==> src/rtl/fact_pkg.sv <==
// Shared types and constants for the iterative factorial / falling-factorial engine.
package fact_pkg;

    typedef enum logic [1:0] {
        IDLE = 2'd0,
        CALC = 2'd1,
        DONE = 2'd2,
        ERR  = 2'd3
    } fact_state_t;

    localparam logic MODE_FACT = 1'b0;
    localparam logic MODE_PERM = 1'b1;

    // Widest operand supported; the error pattern for a given WIDTH is ALL_ONES[WIDTH-1:0].
    localparam int                   MAX_WIDTH = 256;
    localparam logic [MAX_WIDTH-1:0] ALL_ONES  = '1;

endpackage

==> src/rtl/fact_engine_if.sv <==
// Request/result bundle between the register wrapper (master) and fact_engine (slave).
// The cycles signal only exists when FACT_ENGINE_CYCLES_EN is defined.
interface fact_engine_if #(
    parameter int WIDTH = 32,
    parameter int CNT_W = 16
);
    logic             go;
    logic             mode;
    logic [WIDTH-1:0] n;
    logic [WIDTH-1:0] k;
    logic             busy;
    logic             done;
    logic             err;
    logic [WIDTH-1:0] result;
`ifdef FACT_ENGINE_CYCLES_EN
    logic [CNT_W-1:0] cycles;
`endif

    modport master (
        output go, mode, n, k,
`ifdef FACT_ENGINE_CYCLES_EN
        input  cycles,
`endif
        input  busy, done, err, result
    );

    modport slave (
        input  go, mode, n, k,
`ifdef FACT_ENGINE_CYCLES_EN
        output cycles,
`endif
        output busy, done, err, result
    );

endinterface

==> src/rtl/fact_mul_chk.sv <==
// Combinational WIDTH x WIDTH multiply returning the low half and an upper-half-nonzero flag.
// Kept separate so a pipelined multiplier can replace it without touching the FSM.
module fact_mul_chk #(
    parameter int WIDTH = 32
) (
    input  logic [WIDTH-1:0] i_a,
    input  logic [WIDTH-1:0] i_b,
    output logic [WIDTH-1:0] o_lo,
    output logic             o_ovf
);
    logic [2*WIDTH-1:0] w_prod;

    assign w_prod = {{WIDTH{1'b0}}, i_a} * {{WIDTH{1'b0}}, i_b};
    assign o_lo   = w_prod[WIDTH-1:0];
    assign o_ovf  = |w_prod[2*WIDTH-1:WIDTH];

endmodule

==> src/rtl/fact_engine.sv <==
// Iterative n! / P(n,k) engine, one multiply per cycle; done rises m+2 edges after go is sampled.
// go is ignored while busy; optional CALC-cycle counter under FACT_ENGINE_CYCLES_EN.
module fact_engine
    import fact_pkg::*;
#(
    parameter int WIDTH = 32,
    parameter int CNT_W = 16
) (
    input  logic         clk,
    input  logic         rst,
    fact_engine_if.slave bus
);
    localparam logic [WIDTH-1:0] ERR_VAL = ALL_ONES[WIDTH-1:0];
    localparam logic [WIDTH-1:0] ONE     = {{(WIDTH-1){1'b0}}, 1'b1};

    generate
        if (WIDTH < 4 || WIDTH > MAX_WIDTH || CNT_W < 1) begin : g_bad_param
            $error("fact_engine: unsupported WIDTH/CNT_W");
        end
    endgenerate

    fact_state_t      r_state, w_state_n;
    logic [WIDTH-1:0] r_p, w_p_n;
    logic [WIDTH-1:0] r_c, w_c_n;
    logic [WIDTH-1:0] r_r, w_r_n;
    logic             r_busy, w_busy_n;
    logic             r_done, w_done_n;
    logic             r_err, w_err_n;
    logic [WIDTH-1:0] r_result, w_result_n;

    // Accepted request, acted on at the following edge.
    logic             r_go_q;
    logic             r_mode_q, w_mode_q_n;
    logic [WIDTH-1:0] r_n_q, w_n_q_n;
    logic [WIDTH-1:0] r_k_q, w_k_q_n;

    logic             w_accept;
    logic [WIDTH-1:0] w_lo;
    logic             w_ovf;

    fact_mul_chk #(.WIDTH(WIDTH)) u_mul (
        .i_a   (r_p),
        .i_b   (r_c),
        .o_lo  (w_lo),
        .o_ovf (w_ovf)
    );

    assign w_accept = bus.go && (r_state != CALC) && !r_go_q;

    always_comb begin
        w_state_n  = r_state;
        w_p_n      = r_p;
        w_c_n      = r_c;
        w_r_n      = r_r;
        w_busy_n   = r_busy;
        w_done_n   = r_done;
        w_err_n    = r_err;
        w_result_n = r_result;
        w_mode_q_n = w_accept ? bus.mode : r_mode_q;
        w_n_q_n    = w_accept ? bus.n    : r_n_q;
        w_k_q_n    = w_accept ? bus.k    : r_k_q;

        if (r_go_q) begin
            w_p_n      = ONE;
            w_c_n      = r_n_q;
            w_r_n      = (r_mode_q == MODE_PERM) ? r_k_q : r_n_q;
            w_done_n   = 1'b0;
            w_err_n    = 1'b0;
            w_result_n = '0;
            if (r_mode_q == MODE_PERM && r_k_q > r_n_q) begin
                w_state_n  = ERR;
                w_err_n    = 1'b1;
                w_result_n = ERR_VAL;
                w_busy_n   = 1'b0;
            end else begin
                w_state_n = CALC;
                w_busy_n  = 1'b1;
            end
        end else if (r_state == CALC) begin
            if (r_r == '0) begin
                w_result_n = r_p;
                w_done_n   = 1'b1;
                w_busy_n   = 1'b0;
                w_state_n  = DONE;
            end else if (w_ovf) begin
                w_result_n = ERR_VAL;
                w_err_n    = 1'b1;
                w_busy_n   = 1'b0;
                w_state_n  = ERR;
            end else begin
                // r <= n guarantees c >= 1 here, so c never wraps.
                w_p_n = w_lo;
                w_c_n = r_c - ONE;
                w_r_n = r_r - ONE;
            end
        end
    end

    always_ff @(posedge clk or posedge rst) begin
        if (rst) begin
            r_state  <= IDLE;
            r_p      <= ONE;
            r_c      <= '0;
            r_r      <= '0;
            r_busy   <= 1'b0;
            r_done   <= 1'b0;
            r_err    <= 1'b0;
            r_result <= '0;
            r_go_q   <= 1'b0;
            r_mode_q <= MODE_FACT;
            r_n_q    <= '0;
            r_k_q    <= '0;
        end else begin
            r_state  <= w_state_n;
            r_p      <= w_p_n;
            r_c      <= w_c_n;
            r_r      <= w_r_n;
            r_busy   <= w_busy_n;
            r_done   <= w_done_n;
            r_err    <= w_err_n;
            r_result <= w_result_n;
            r_go_q   <= w_accept;
            r_mode_q <= w_mode_q_n;
            r_n_q    <= w_n_q_n;
            r_k_q    <= w_k_q_n;
        end
    end

    assign bus.busy   = r_busy;
    assign bus.done   = r_done;
    assign bus.err    = r_err;
    assign bus.result = r_result;

`ifdef FACT_ENGINE_CYCLES_EN
    localparam logic [CNT_W-1:0] CNT_ONE = {{(CNT_W-1){1'b0}}, 1'b1};

    logic [CNT_W-1:0] r_cycles, w_cycles_n;

    always_comb begin
        w_cycles_n = r_cycles;
        if (r_go_q) begin
            w_cycles_n = '0;
        end else if (r_state == CALC && r_cycles != '1) begin
            w_cycles_n = r_cycles + CNT_ONE;
        end
    end

    always_ff @(posedge clk or posedge rst) begin
        if (rst) begin
            r_cycles <= '0;
        end else begin
            r_cycles <= w_cycles_n;
        end
    end

    assign bus.cycles = r_cycles;
`endif

endmodule

==> src/flat_wrapper.sv <==
// flat-port wrapper written by rule: the top's interface ports become plain ports
module fact_engine_flat import fact_pkg::*;
#(
    parameter int WIDTH = 32,
    parameter int CNT_W = 16
)
  (clk, rst, bus_go, bus_mode, bus_n, bus_k, bus_busy, bus_done, bus_err, bus_result);
  fact_engine_if #(.WIDTH(WIDTH), .CNT_W(CNT_W)) bus_i ();
  input  logic clk;
  input  logic rst;
  input wire logic [$bits(bus_i.go)-1:0] bus_go;
  input wire logic [$bits(bus_i.mode)-1:0] bus_mode;
  input wire logic [$bits(bus_i.n)-1:0] bus_n;
  input wire logic [$bits(bus_i.k)-1:0] bus_k;
  output wire logic [$bits(bus_i.busy)-1:0] bus_busy;
  output wire logic [$bits(bus_i.done)-1:0] bus_done;
  output wire logic [$bits(bus_i.err)-1:0] bus_err;
  output wire logic [$bits(bus_i.result)-1:0] bus_result;
  assign bus_i.go = bus_go;
  assign bus_i.mode = bus_mode;
  assign bus_i.n = bus_n;
  assign bus_i.k = bus_k;
  assign bus_busy = bus_i.busy;
  assign bus_done = bus_i.done;
  assign bus_err = bus_i.err;
  assign bus_result = bus_i.result;
  fact_engine #(.WIDTH(WIDTH), .CNT_W(CNT_W)) u_core (.clk(clk), .rst(rst), .bus(bus_i));
endmodule
==> config.mk <==
export PLATFORM = sky130hd
export DESIGN_NAME = fact_engine_flat
export DESIGN_NICKNAME = d
export VERILOG_FILES = /design/src/rtl/fact_pkg.sv /design/src/rtl/fact_engine_if.sv /design/src/rtl/fact_mul_chk.sv /design/src/rtl/fact_engine.sv /design/src/flat_wrapper.sv
export SDC_FILE = /design/constraint.sdc
export NUM_CORES = 2
export LEC_CHECK = 0
export CAP_MARGIN = 5
export CORE_ASPECT_RATIO = 2
export CORE_MARGIN = 3
export CORE_UTILIZATION = 45
export CTS_CLUSTER_DIAMETER = 50
export DETAILED_ROUTE_END_ITERATION = 8
export PLACE_DENSITY = 0.65
export RECOVER_POWER = 100
export SLEW_MARGIN = 40
export SYNTH_ARGS = -nofsm -noshare
export SYNTH_HDL_FRONTEND = slang
export SYNTH_SLANG_ARGS = --single-unit
==> constraint.sdc <==
create_clock -name clk -period 9.4 [get_ports clk]
set_input_delay 2.82 -clock clk [delete_from_list [all_inputs] [get_ports clk]]
set_output_delay 2.82 -clock clk [all_outputs]
set_load 0.05 [all_outputs]
Yosys cells after proc, flatten, opt, wreduce, memory -nomap -nowiden
Cells that the tools add are included.
{ "word_totals": {"regBits": 199, "input_bits": 68, "out_inout_bits": 35, "word_cells": 70} }
{ "classes": {"add_sub_neg": 2, "n_mul": 1, "order_cmp": 1, "eq_ne": 4, "mux": 36, "reduce_logical": 14} }
{ "op_table": {"columns": ["operator", "count"], "rows": [
  ["32-bit 2-to-1 mux", 18],
  ["32-bit by 32-bit multiplier with 64-bit output", 1],
  ["32-bit by 1-bit subtractor with 32-bit output (second input constant)", 2],
  ["32-bit greater-than comparator", 1],
  ["32-bit zero test", 1],
  ["32-bit OR reduction", 1],
  ["1-bit 2-to-1 mux", 13],
  ["2-bit 2-to-1 mux", 5],
  ["2-bit by 1-bit inequality test with 1-bit output (second input constant)", 3],
  ["3-bit AND reduction", 2],
  ["2-bit nonzero test", 3],
  ["2-bit AND reduction", 2],
  ["1-bit logical AND", 3],
  ["3-bit nonzero test", 1],
  ["2-bit by 1-bit == test with 1-bit output (second input constant)", 1],
  ["1-bit zero test", 1]
]} }

Depth between registers and ports, before layout
{ "depth": {"depth_word": 6, "ltp_mapped": 34, "depth_no_buf": 30} }

By module
Synthesis repeated with hierarchy kept, for this count alone.
{ "hier_totals": {"hier_cells": 4622, "area_unflattened_um2": 43176.4} }
{ "by_module_without_submodules": {"columns": ["module", "n_inst", "cells_per_inst", "area_per_inst_um2"], "rows": [
  ["fact_mul_chk", 1, 3650, 33189.3],
  ["fact_engine", 1, 972, 9987.1]
]} }

Worst setup path before layout
Ideal clock, no wire load.
{ "synth_timing": {"path_type": "flip-flop to flip-flop", "start": "register u_core.r_c[8]", "end": "register u_core.r_c[17]", "arrival_time_ps": 8286, "t_required_ps": 9259, "slack_ps": 974, "path_stages_with_launch": 32, "period_less_slack_ps": 8426, "path_cell_list": "dfrtp_1 clkbuf_1 clkbuf_1 nand2_1 fa_1 inv_1 fa_1 inv_1 fa_1 inv_1 fa_1 fa_1 inv_1 fa_1 fa_1 fa_1 inv_1 ha_1 a21oi_1 o21a_1 o21ai_2 a221o_1 o211a_1 or3_1 a32o_1 nor4_4 and4b_4 nand3_2 buf_6 buf_2 o41ai_1 a31oi_1"} }
{ "synth_between": {"elab_chain_len": 5, "word_cells_on_any_way": 9, "cone_classes": "add/sub: 1; mul: 1; eq/ne: 1; mux: 4; reduce/logical: 2"} }
{ "synth_rtl": {"columns": ["item", "line", "source"], "rows": [
  ["start: declaration", "fact_engine.sv:24", "logic [WIDTH-1:0] r_c, w_c_n;"],
  ["start signal: assignment", "fact_engine.sv:116", "r_c <= w_c_n;"],
  ["parallel branches: the longest is 5 deep, another holds 32-bit by 32-bit multiplier with 64-bit output", null, null]
]} }
Parallel ways; which one is timed is not known. The select of a mux whose other input is x is not followed.
A chain may end at the register's enable or synchronous reset.

Worst setup path in the final report
{ "layout_timing": {"start": "register u_core.r_c[14]", "end": "register u_core.r_c[2]"} }
{ "layout_between": {"elab_chain_len": 4} }
{ "layout_rtl": {"columns": ["item", "line", "source"], "rows": [
  ["32-bit by 32-bit multiplier with 64-bit output", "fact_mul_chk.sv:13", "assign w_prod = {{WIDTH{1'b0}}, i_a} * {{WIDTH{1'b0}}, i_b};"],
  ["32-bit OR reduction", "fact_mul_chk.sv:15", "assign o_ovf = |w_prod[2*WIDTH-1:WIDTH];"],
  ["2-bit by 1-bit inequality test with 1-bit output (no line)", null, null],
  ["3-bit AND reduction (no line)", null, null]
]} }
No other way between the ends.

==> results.toml <==
[route]
drtPass1Iterations = 5
drt_iter0_drc = 1770
vias = 35150
ant_nets = 0
drc = 0
avgRoutedWirePerCell_um = 22.6
routed_via_density = 5.56
wl_um = 143000

[cts]
cts_buffer_depth = 2
cts_root_buf = "clkbuf_16"
clk-insertion-delay-late_ns = 0.48
cts_buffers = 17
h-tree-depth = 4
cts_hold_buffers = 0
cts_tree = "yes"
cts.sinks = 199
clkTransAtPathRegs_ns = 0.09

[die]
core_um2 = 96700
die_h_um = 449
initial_utilization = 0.456
die_w_um = 227
die_area_um2 = 102000
rows = 161
num_io_pins = 103

[global_routing]
grt_use_met1 = 0.282
grt_antenna_before_repair = 4
grt_max_degree = 127
grt_first_pass_wirelength_um = 222000
grt_use_met2 = 0.550
grt-ovfl-total = 0
use_met3 = 0.0259
grt_usage = 0.288
grt.busiest_layer = "met2"
first_global_vias = 39323

[yosys]
synthArstFlopShare = 1.00
synth.ff_latch_count = 199
synth_edf_count = 0
ys_warn_count = 0
synth_seq_area_share = 0.113
synthesis.area_um2 = 44100
netlist_instances = 4811
synthesis.nets = 6072
ys_types = 90
synth_top_area_cell = "fa_1"
syn_area_per_cell_um2 = 9.17
ys_top_cells_by_area = "fa_1 (41%), dfrtp_1 (11%), and2_1 (8.7%)"
yosysTopAreaCellShare = 0.407
synth-main-ff-cell = "dfrtp_1"

[hold_path]
hold_start = "u_core.bus.result[5]"
whs_path_depth = 2
hold_path_class = "reg -> reg"
hold_end = "u_core.bus.result[5]"

[sta]
slew-limit-headroom = -1.81
worstMarginPinSlew_ns = 4.21
finalSetupViolCount = 0
max_freq_ghz = 0.109
rsz0062_at_grt = "yes"
hold_viol_final = 0
maxSlewViolCount = 176
period_needed_ns = 9.20
fin_skew_ns = 0.0177
timing.final.crit_share = 0.979

[cells_and_area]
multiInputGateArea_um2 = 35100
drive_gt1_frac = 0.121
nNetsFinal = 6342
area_growth_pct = 14.5
design_area_um2 = 50500
regArea_um2 = 5010
fillerInstances = 9053

[critical_path]
cp_common_cell = "fa_1"
criticalPathCategory = "reg -> reg"
crit_path_start_kind = "flip-flop"
r2r-start = "u_core.r_c[14]"
r2r_cells = 29
cp_slowest_cell = "dfrtp_4"
r2r_slack_ns = 0.20
r2r_end = "u_core.r_c[2]"
arrival_ns = 9.54
critPathRequiredTime_ns = 9.74
cp_max_fo = 8
endpoint_kind = "flip-flop"
crit_path_max_incr_delay_ns = 0.59

[placed_design]
dpl_cell_area_um2 = 49600
dp_hpwl_um = 122000
port_buffers = 102
gp_congestion = 0.983

[status]
violations = "capacitance limit, slew limit"
status = "complete, but fails checks"

[run]
cap_violations = 3
[critical path: cells and delay by family, from the launching register on]
kind | cells | cell delay (ns)
adders and majority gates | 9 | 4.39
and+or+nand+nor | 6 | 1.51
AOI/OAI and AO/OA | 6 | 1.33
buffers and inverters | 7 | 1.06
DFF | 1 | 0.59
xor gates and xnor gates | 1 | 0.17
[through the flow]
| stage | instances | worst slack (ns) | hold WS [ns] | utilization | setup TNS [ns] |
|---|---|---|---|---|---|
| after floorplan | 4811 | 0.974 | 0.450 | - | 0 |
| after global routing | 6316 | -0.0380 | 0.512 | 0.522 | -0.180 |
| after CTS | 6307 | 0.00420 | 0.496 | 0.520 | 0 |
| after detailed placement | 6275 | -0.115 | 0.476 | 0.513 | -1.11 |
| final | 6319 | 0.195 | 0.487 | 0.522 | 0 |
| after global placement | 6275 | -0.105 | 0.464 | 0.512 | -0.796 |
[per-layer routing]
metal	wire [µm]	share of wire
met1	44500	0.31
met2	79700	0.56
met3	5120	0.036
met4	13300	0.093
met5	0	0
[state kept, by name, summed over array words and instances, names as in the netlist]
name               count
u_core.bus.result     32
u_core.r_c            32
u_core.r_k_q          32
u_core.r_n_q          32
u_core.r_p            32
u_core.r_r            32
u_core.r_state         2
u_core.bus.busy        1
u_core.bus.done        1
u_core.bus.err         1
u_core.r_go_q          1
u_core.r_mode_q        1
[layout by cell type (no fill, tap or decap), types with 29 or more instances in the layout]
cell / n
fa_1: 889
inv_1: 782
nand2_1: 638
and2_1: 615
buf_4: 393
ha_1: 293
dfrtp_1: 185
nor2_1: 166
o21ai_0: 130
a21oi_1: 89
clkdlybuf4s50_1: 65
buf_12: 59
or3_1: 51
o31a_1: 47
nor3_1: 42
nand4_1: 41
dlygate4sd3_1: 37
mux2i_1: 36
mux2_2: 35
o21ai_1: 34
a31oi_1: 33
xnor2_1: 32
nor4_1: 30
o211ai_1: 29
[synthesized netlist by cell type, types with 11 or more instances]
library cell	count
o211ai_1	29
o21a_1	12
mux2i_1	37
and2_1	616
inv_1	783
nor2_1	167
a31oi_1	34
xnor2_1	32
o21ai_0	134
o31a_1	47
nor3_1	42
clkbuf_1	262
xor2_1	15
nand3_1	26
buf_2	32
a21o_1	12
nor4_1	34
mux2_2	35
ha_1	297
nand2b_1	11
or4_1	18
fa_1	896
or3_1	51
nor2b_1	11
dfrtp_1	198
nand2_1	638
nand4_1	41
a21oi_1	96
o21ai_1	30
[cell families (layout without fill, tap and decap cells)]
kind of cell,count (synthesis),count (layout),synth area share
AO/OA/AOI/OAI,504,504,0.0761
XOR/XNOR,47,47,0.00933
adder cells (fa/ha/maj),1193,1193,0.491
buffers and inverters,1097,1380,0.0959
flip-flops,199,199,0.113
multiplexers,72,72,0.0173
other,0,3,0
AND/OR/NAND/NOR,1699,1699,0.198
[cell type report]
cell class	instances	share of cell area
Inverter	784	0.0585
Tap cell	1222	0.0303
Antenna cell	3	0.000149
Timing Repair Buffer	564	0.104
Sequential cell	199	0.0992
Multi-Input combinational cell	3515	0.695
Clock buffer	17	0.00842
Clock inverter	15	0.00468
[how the worst max path moves through the flow]
| stage | from | slack, ns | endpoint | cells after the start |
|---|---|---|---|---|
| floorplan | u_core.r_c[8] | 0.97 | u_core.r_c[17] | 31 |
| global placement | u_core.r_c[14] | -0.11 | u_core.r_c[31] | 30 |
| detailed placement | u_core.r_c[14] | -0.12 | u_core.r_r[31] | 31 |
| CTS | u_core.r_c[14] | 0.004 | u_core.r_r[31] | 31 |
| global route | u_core.r_c[14] | -0.04 | u_core.r_c[10] | 29 |
| finish | u_core.r_c[14] | 0.20 | u_core.r_c[2] | 29 |
[what timing repair did]
item,CTS,global route
endpoints found under the setup margin,57,131
endpoints found under the hold margin,0,0
cloned,0,1
gates resized for setup,8,51
setup buffers,0,8
pin swaps,1,8
Power is not shown: default switching activity piles up to over one toggle a cycle in this logic, so the estimate is an artifact.
